$ cat src/rtl/bram_bridge.sv
// rtl/bram_bridge.sv - core memory bus to flushable BRAM port initiator with 2-entry in-order response FIFO
// Optional feature macro: BRAM_BRIDGE_RANGE_CHECK_EN (out-of-window requests answer with error, no BRAM access)
module bram_bridge #(
    parameter logic [31:0] BASE_ADDR = 32'h0001_0000,
    parameter int unsigned SIZE      = 32768,
    localparam int AW                = $clog2(SIZE)
) (
    input  logic          g_clk,
    input  logic          g_resetn,
    input  logic          mem_req,
    output logic          mem_gnt,
    input  logic          mem_wen,
    input  logic [3:0]    mem_strb,
    input  logic [31:0]   mem_addr,
    input  logic [31:0]   mem_wdata,
    output logic          mem_recv,
    input  logic          mem_ack,
    output logic          mem_error,
    output logic [31:0]   mem_rdata,
    input  logic          flush_req,
    input  logic [31:0]   flush_rng,
    output logic          flush_busy,
    output logic          bram_ena,
    output logic [3:0]    bram_wea,
    output logic [AW-1:0] bram_addra,
    output logic [31:0]   bram_dina,
    input  logic [31:0]   bram_douta,
    output logic          bram_flush_rand,
    output logic [31:0]   bram_flush_data
);

    logic [1:0]  fifo_count;
    logic [31:0] e0_data, e1_data;
    logic        e0_err, e1_err;
    logic        inflight, inflight_wen, inflight_err;
    logic        flush_pending;
    logic [31:0] flush_last;
    logic [2:0]  occupancy;
    logic        issue, range_err, push, pop;
    logic [31:0] push_data;

`ifdef BRAM_BRIDGE_RANGE_CHECK_EN
    localparam logic [31:0] WIN_MASK = ~(SIZE - 32'd1);
    assign range_err = (mem_addr & WIN_MASK) != BASE_ADDR;
`else
    logic unused_addr_hi;
    assign unused_addr_hi = ^mem_addr[31:AW];
    assign range_err      = 1'b0;
`endif

    // Slots are reserved at grant time, so the FIFO can never overflow.
    assign occupancy  = {1'b0, fifo_count} + {2'b00, inflight};
    assign mem_gnt    = mem_req && g_resetn && !flush_pending && (occupancy < 3'd2);
    assign issue      = mem_req && mem_gnt;

    assign bram_ena   = issue && !range_err;
    assign bram_wea   = (bram_ena && mem_wen) ? mem_strb : 4'b0000;
    assign bram_addra = mem_addr[AW-1:0];
    assign bram_dina  = mem_wdata;

    assign push       = inflight;
    assign push_data  = (inflight_wen || inflight_err) ? 32'd0 : bram_douta;
    assign mem_recv   = fifo_count != 2'd0;
    assign pop        = mem_recv && mem_ack;
    assign mem_rdata  = mem_recv ? e0_data : 32'd0;
    assign mem_error  = mem_recv && e0_err;

    // A flush cycle takes the slot a grant would have used; the pending read
    // capture of the previous cycle is already in flight and is unaffected.
    assign flush_busy      = flush_pending;
    assign bram_flush_rand = flush_pending;
    assign bram_flush_data = flush_pending ? flush_rng : flush_last;

    always_ff @(posedge g_clk or negedge g_resetn) begin
        if (!g_resetn) begin
            fifo_count    <= 2'd0;
            e0_data       <= 32'd0;
            e1_data       <= 32'd0;
            e0_err        <= 1'b0;
            e1_err        <= 1'b0;
            inflight      <= 1'b0;
            inflight_wen  <= 1'b0;
            inflight_err  <= 1'b0;
            flush_pending <= 1'b0;
            flush_last    <= 32'd0;
        end else begin
            inflight      <= issue;
            inflight_wen  <= mem_wen;
            inflight_err  <= range_err;
            flush_pending <= !flush_pending && flush_req;
            if (flush_pending) begin
                flush_last <= flush_rng;
            end
            case ({push, pop})
                2'b10: begin
                    if (fifo_count == 2'd0) begin
                        e0_data <= push_data;
                        e0_err  <= inflight_err;
                    end else begin
                        e1_data <= push_data;
                        e1_err  <= inflight_err;
                    end
                    fifo_count <= fifo_count + 2'd1;
                end
                2'b01: begin
                    e0_data    <= e1_data;
                    e0_err     <= e1_err;
                    fifo_count <= fifo_count - 2'd1;
                end
                2'b11: begin
                    if (fifo_count == 2'd1) begin
                        e0_data <= push_data;
                        e0_err  <= inflight_err;
                    end else begin
                        e0_data <= e1_data;
                        e0_err  <= e1_err;
                        e1_data <= push_data;
                        e1_err  <= inflight_err;
                    end
                end
                default: ;
            endcase
        end
    end

endmodule

$ cat config.mk
export PLATFORM = sky130hd
export DESIGN_NAME = bram_bridge
export DESIGN_NICKNAME = d
export VERILOG_FILES = /design/src/rtl/bram_bridge.sv
export SDC_FILE = /design/constraint.sdc
export NUM_CORES = 1
export LEC_CHECK = 0
export ABC_AREA = 1
export CORE_MARGIN = 2
export CORE_UTILIZATION = 30
export CTS_CLUSTER_DIAMETER = 60
export DETAILED_ROUTE_END_ITERATION = 8
export PLACE_DENSITY = 0.62
export SLEW_MARGIN = 20
export SYNTH_ARGS = -nofsm -noshare
export SYNTH_HDL_FRONTEND = slang
export SYNTH_SLANG_ARGS = --single-unit
$ cat constraint.sdc
create_clock -name g_clk -period 2.2 [get_ports g_clk]
set_input_delay 0.44 -clock g_clk [delete_from_list [all_inputs] [get_ports g_clk]]
set_output_delay 0.44 -clock g_clk [all_outputs]
set_load 0.05 [all_outputs]
# Yosys cells after proc, flatten, opt, wreduce, memory -nomap -nowiden
# Index checks and enable logic that the tools add are counted.
word_totals:
  regBits: 103
  out_inout_bits: 121
classes:
  muxes: 17
  order_cmp: 1
  n_reduce_logical: 16
  add_sub_neg: 3
  n_eq_ne: 7
op_table:
  columns: ["cell", "n"]
  rows:
  - ["$mux W32", 7]
  - ["$pmux W32 S3", 1]
  - ["$pmux W32 S2", 1]
  - ["$logic_and A1 B1 Y1", 8]
  - ["$ne A2 B2 Y1 const B", 3]
  - ["$reduce_bool A2 Y1", 3]
  - ["$eq A2 B1 Y1 const B", 2]
  - ["$eq A2 B2 Y1 const B", 2]
  - ["$mux W1", 4]
  - ["$mux W4", 1]
  - ["$pmux W2 S2", 1]
  - ["$add A2 B1 Y3", 1]
  - ["$lt A3 B2 Y1 const B", 1]
  - ["$pmux W1 S3", 1]
  - ["$reduce_and A3 Y1", 1]
  - ["$reduce_bool A3 Y1", 1]
  - ["$add A2 B1 Y2 const B", 1]
  - ["$logic_not A2 Y1", 1]
  - ["$pmux W1 S2", 1]
  - ["$reduce_and A2 Y1", 1]
  - ["$sub A2 B1 Y2 const B", 1]
  - ["$logic_not A1 Y1", 1]

# Depth between registers and ports, before layout
logic_depth:
  word_depth: 6
  ltp_mapped: 14

# Worst setup path after synthesis
# OpenSTA, ideal clock, no wires.
synth_timing:
  path_type: "register to output"
  startpoint: "register flush_pending (netlist: bram_flush_rand)"
  endpoint: "output port bram_wea[0]"
  path_stages_with_launch: 5
  path_slack_ns: 0.014
  arrival_ns: 1.746
  n_path_buf: 1
  path_cell_list: "dfrtp_1 > buf_2 > nor2_1 > nand4_1 > nor2_1"
synth_between:
  elab_chain_len: 6
synth_rtl:
  columns: ["item", "line_no", "rtl"]
  rows:
  - ["from (decl)", "36", "logic flush_pending;"]
  - ["from (signal assigned)", "90", "flush_pending <= !flush_pending && flush_req;"]
  - ["$logic_not A1 Y1", "53", "assign mem_gnt = mem_req && g_resetn && !flush_pending && (occupancy < 3'd2);"]
  - ["$logic_and A1 B1 Y1 (2 in a row)", "53", null]
  - ["$logic_and A1 B1 Y1", "54", "assign issue = mem_req && mem_gnt;"]
  - ["$logic_and A1 B1 Y1", "57", "assign bram_wea = (bram_ena && mem_wen) ? mem_strb : 4'b0000;"]
  - ["$mux W4", "57", null]
  - ["to (decl)", "24", "output logic [3:0] bram_wea,"]
# No other way between the ends.

# Worst setup path after layout
layout_timing:
  startpoint: "input port mem_req"
  endpoint: "output port bram_wea[3]"
layout_between:
  elab_chain_len: 6
layout_rtl:
  columns: ["item", "line_no", "rtl"]
  rows:
  - ["from (decl)", "10", "input logic mem_req,"]
  - ["$logic_and A1 B1 Y1 (3 in a row)", "53", null]
  - ["$logic_and A1 B1 Y1 (*)", "54", null]
  - ["$logic_and A1 B1 Y1 (*)", "57", null]
  - ["$mux W4 (*)", "57", null]
# Every way passes the cells marked *; elsewhere a longest branch is shown, timed or not.

==> impl_metrics.json <==
{
  "die_h_um": 141,
  "synth_top_area_share_pct": 45.1,
  "dp_cells": 1058,
  "hold_viol_final": 0,
  "antenna_found_initial": 0,
  "grtUsageTotal_pct": 14.9,
  "die_x_um": 141,
  "hold_buffers": 0,
  "synth.area.top_cells": "dfrtp_1, nand2_1, inv_1, buf_4, nor2_1",
  "worst_setup_path_end_kind": "output port",
  "max_stage_delay_ns": 0.45,
  "path_class": "in -> out",
  "start_util_pct": 30.8,
  "die_area_sq_mm": 0.0198,
  "overflow": 0,
  "ys_ff_latch": 101,
  "finalCritPeriodShare_pct": 93.6,
  "grt_start_max_net_pins": 55,
  "drc_errors": 0,
  "cts-root-buf": "clkbuf_16",
  "ys_seq_area_share_pct": 45.1,
  "setup_viol": 0,
  "cp-startpoint": "mem_req",
  "diodes": 0,
  "ys_warn_count": 0,
  "finalNetCount": 985,
  "worstMarginPinSlew_ns": 0.723,
  "fin_skew_ns": 0.00942,
  "first_pass_iters": 4,
  "reg2regPathDepth": 13,
  "reg2reg_from": "fifo_count[0]",
  "final_common_cell": "nand2_1",
  "synth-compound-area-share_pct": 0.469,
  "ir_drop_mv": 0.464,
  "cp_num_cells": 7,
  "slowest_stage": "clkdlybuf4s50_1",
  "cts_buffers": 9,
  "synth_top_family_by_area": "simple AND/OR/NAND/NOR gates",
  "ant_nets": 0,
  "outcome": "finished, final reports clean",
  "drive_gt1_share_pct": 18.9,
  "cts_tree": "built",
  "area_delta_synth_final_pct": 36.2,
  "seq_area_sq_mm": 0.00253,
  "grt_pass1_wl_um": 23500,
  "wire_per_inst_um": 13.0,
  "rsz0062_at_grt": "no",
  "power.total_mw": 9.03,
  "synthAdderAreaFrac_pct": 1.34,
  "yosys.area_share.simple_pct": 29.0,
  "multi_input_area_sq_mm": 0.00212,
  "crit_family": "buffers and inverters",
  "slew_headroom_pct": 51.8,
  "rows": 49,
  "nFillCells": 1881,
  "vias": 4590,
  "routed_wl_um": 14000,
  "maxSlewViolCount": 0,
  "critPathMostFrequentCell": "nor2_2",
  "rrSetupSlack_ns": 0.25,
  "io_buffers": 146,
  "syn_inst": 749,
  "min_path_type": "in -> async",
  "leakage_nw": 3.94,
  "most-common-layout-cells": "nand2_1, inv_1, dfrtp_1, nor2_1, clkdlybuf4s50_1",
  "clkLatencyLatePin_ns": 0.36,
  "arrival_ns": 1.62,
  "dp_hpwl_um": 9470,
  "cts_sinks": 101,
  "synth_xor_area_share_pct": 0.156,
  "yosys.area.top_type": "dfrtp_1",
  "fp.coreArea_sq_mm": 0.0181,
  "crit_chain": "clkdlybuf4s50_1, nand2_1, nor2_2, nand4_1, buf_4, nor2_2, buf_12",
  "cap_violations": 0,
  "via_per_inst": 4.27,
  "cts_buffer_depth": 2,
  "drt_iter0_drc": 244,
  "synthMuxAreaShare_pct": 6.44,
  "start_kind": "input port",
  "rr_endpoint": "e0_data[24]",
  "cp_num_buf_inv": 3,
  "syn_avg_cell_area_sq_um": 7.47,
  "place.gp.congestion": 0.720,
  "clkTransAtPathRegs_ns": 0.08,
  "holdWs_ns": 0.218,
  "htreeDepth": 3,
  "synth_fp_nets": 893,
  "worst-path-max-fanout": 4,
  "max_freq_mhz": 485,
  "io_pins": 259,
  "grt_pass1_vias": 4716,
  "pwr_density_cell_mw_per_mm2": 1180,
  "period_minus_slack_ns": 2.06,
  "synthesis.area_sq_mm": 0.00560,
  "ys_types": 19,
  "fin_cells": 1075,
  "crit_path_end": "bram_wea[3]",
  "required_ns": 1.76
}
==> metrics by stage <==
| step | cell area (sq um) | utilization (%) | setup WS (ns) | TNS [ns] |
|---|---|---|---|---|
| finish | 7620 | 42.0 | 0.140 | 0 |
| floorplan | 5600 | - | 0.0139 | 0 |
| global placement | 7290 | 40.2 | -0.000855 | -0.000855 |
| CTS | 7570 | 41.7 | -0.0162 | -0.0248 |
| detailed placement | 7290 | 40.2 | -0.0122 | -0.0124 |
| global route | 7620 | 42.0 | 0.00714 | 0 |
==> power breakdown <==
part / total [mW] / leakage [nW] / switching, mW / internal (mW)
registers: 2.90 / 1.28 / 0.342 / 2.55
logic: 4.60 / 2.54 / 2.96 / 1.64
clock network: 1.53 / 0.123 / 0.754 / 0.778
==> cell families after synthesis <==
kind of cell	Yosys count
adder cells (fa/ha/maj)	6
AO/OA/AOI/OAI	3
AND/OR/NAND/NOR	407
multiplexers	32
buffers and inverters	198
other	1
flip-flops	101
XOR/XNOR	1
==> flip-flops by register name (all words and copies together), names as in the netlist <==
register,cells
bram_flush_rand,1
fifo_count,2
e0_data,32
flush_last,32
e1_data,32
inflight,1
inflight_wen,1
==> per-layer routing <==
metal  wire (um)  part of all wire, %  global-route usage, %  vias up
li1            -                    -                      -     2353
met1        6570                   47                   19.5     2094
met2        6150                   44                   23.0      125
met3        1090                  7.8                   5.37       18
met4         201                  1.4                   4.63        0
met5           0                    0                      0        -
==> cell type report <==
type	count	area share (%)
tap	229	3.76
clock inverter	6	0.656
sequential	101	33.2
multi-input combinational	450	27.8
inverter	111	5.46
clock buffer	10	3.00
timing repair buffer	168	26.1
==> timing repair <==
item | 4_1_cts | 5_1_grt
endpoints found under the setup margin | 36 | 81
buffers inserted | 0 | 1
pin swaps | 0 | 1
gates resized for setup | 1 | 15
==> synthesized netlist by cell type <==
master / count
nand3_1: 65
buf_2: 27
inv_1: 108
xnor2_1: 1
buf_1: 1
o21ai_4: 1
ha_1: 6
dfrtp_1: 101
nand4_1: 1
clkbuf_1: 7
inv_2: 3
nand2_2: 3
nor2_1: 103
mux2_2: 32
nand2_1: 233
conb_1: 1
o21ai_0: 2
buf_4: 52
and3_1: 2
==> worst reg2reg max path, cell delays in order (launching register included) <==
cell     delay (ns)
dfrtp_1        0.37
inv_1          0.07
ha_2           0.21
inv_2          0.09
nand2_2        0.09
inv_1          0.12
ha_2           0.25
nand2_2        0.10
nand2_1        0.13
buf_12         0.19
nand2_1        0.07
nand2_1        0.06
nand2_1        0.06
nand2_1        0.07
==> worst min path at each step <==
stage	from	endpoint	slack, ns	cells after the start
2_1_floorplan	g_resetn	bram_flush_rand	0.14	0
3_3_place_gp	e1_data[25]	e1_data[25]	0.45	2
3_5_place_dp	e1_data[6]	e1_data[6]	0.46	2
4_1_cts	g_resetn	flush_last[26]	0.24	2
5_1_grt	g_resetn	flush_last[30]	0.28	2
6_report	g_resetn	flush_last[26]	0.22	2
Power figures use the tool's default switching activity.
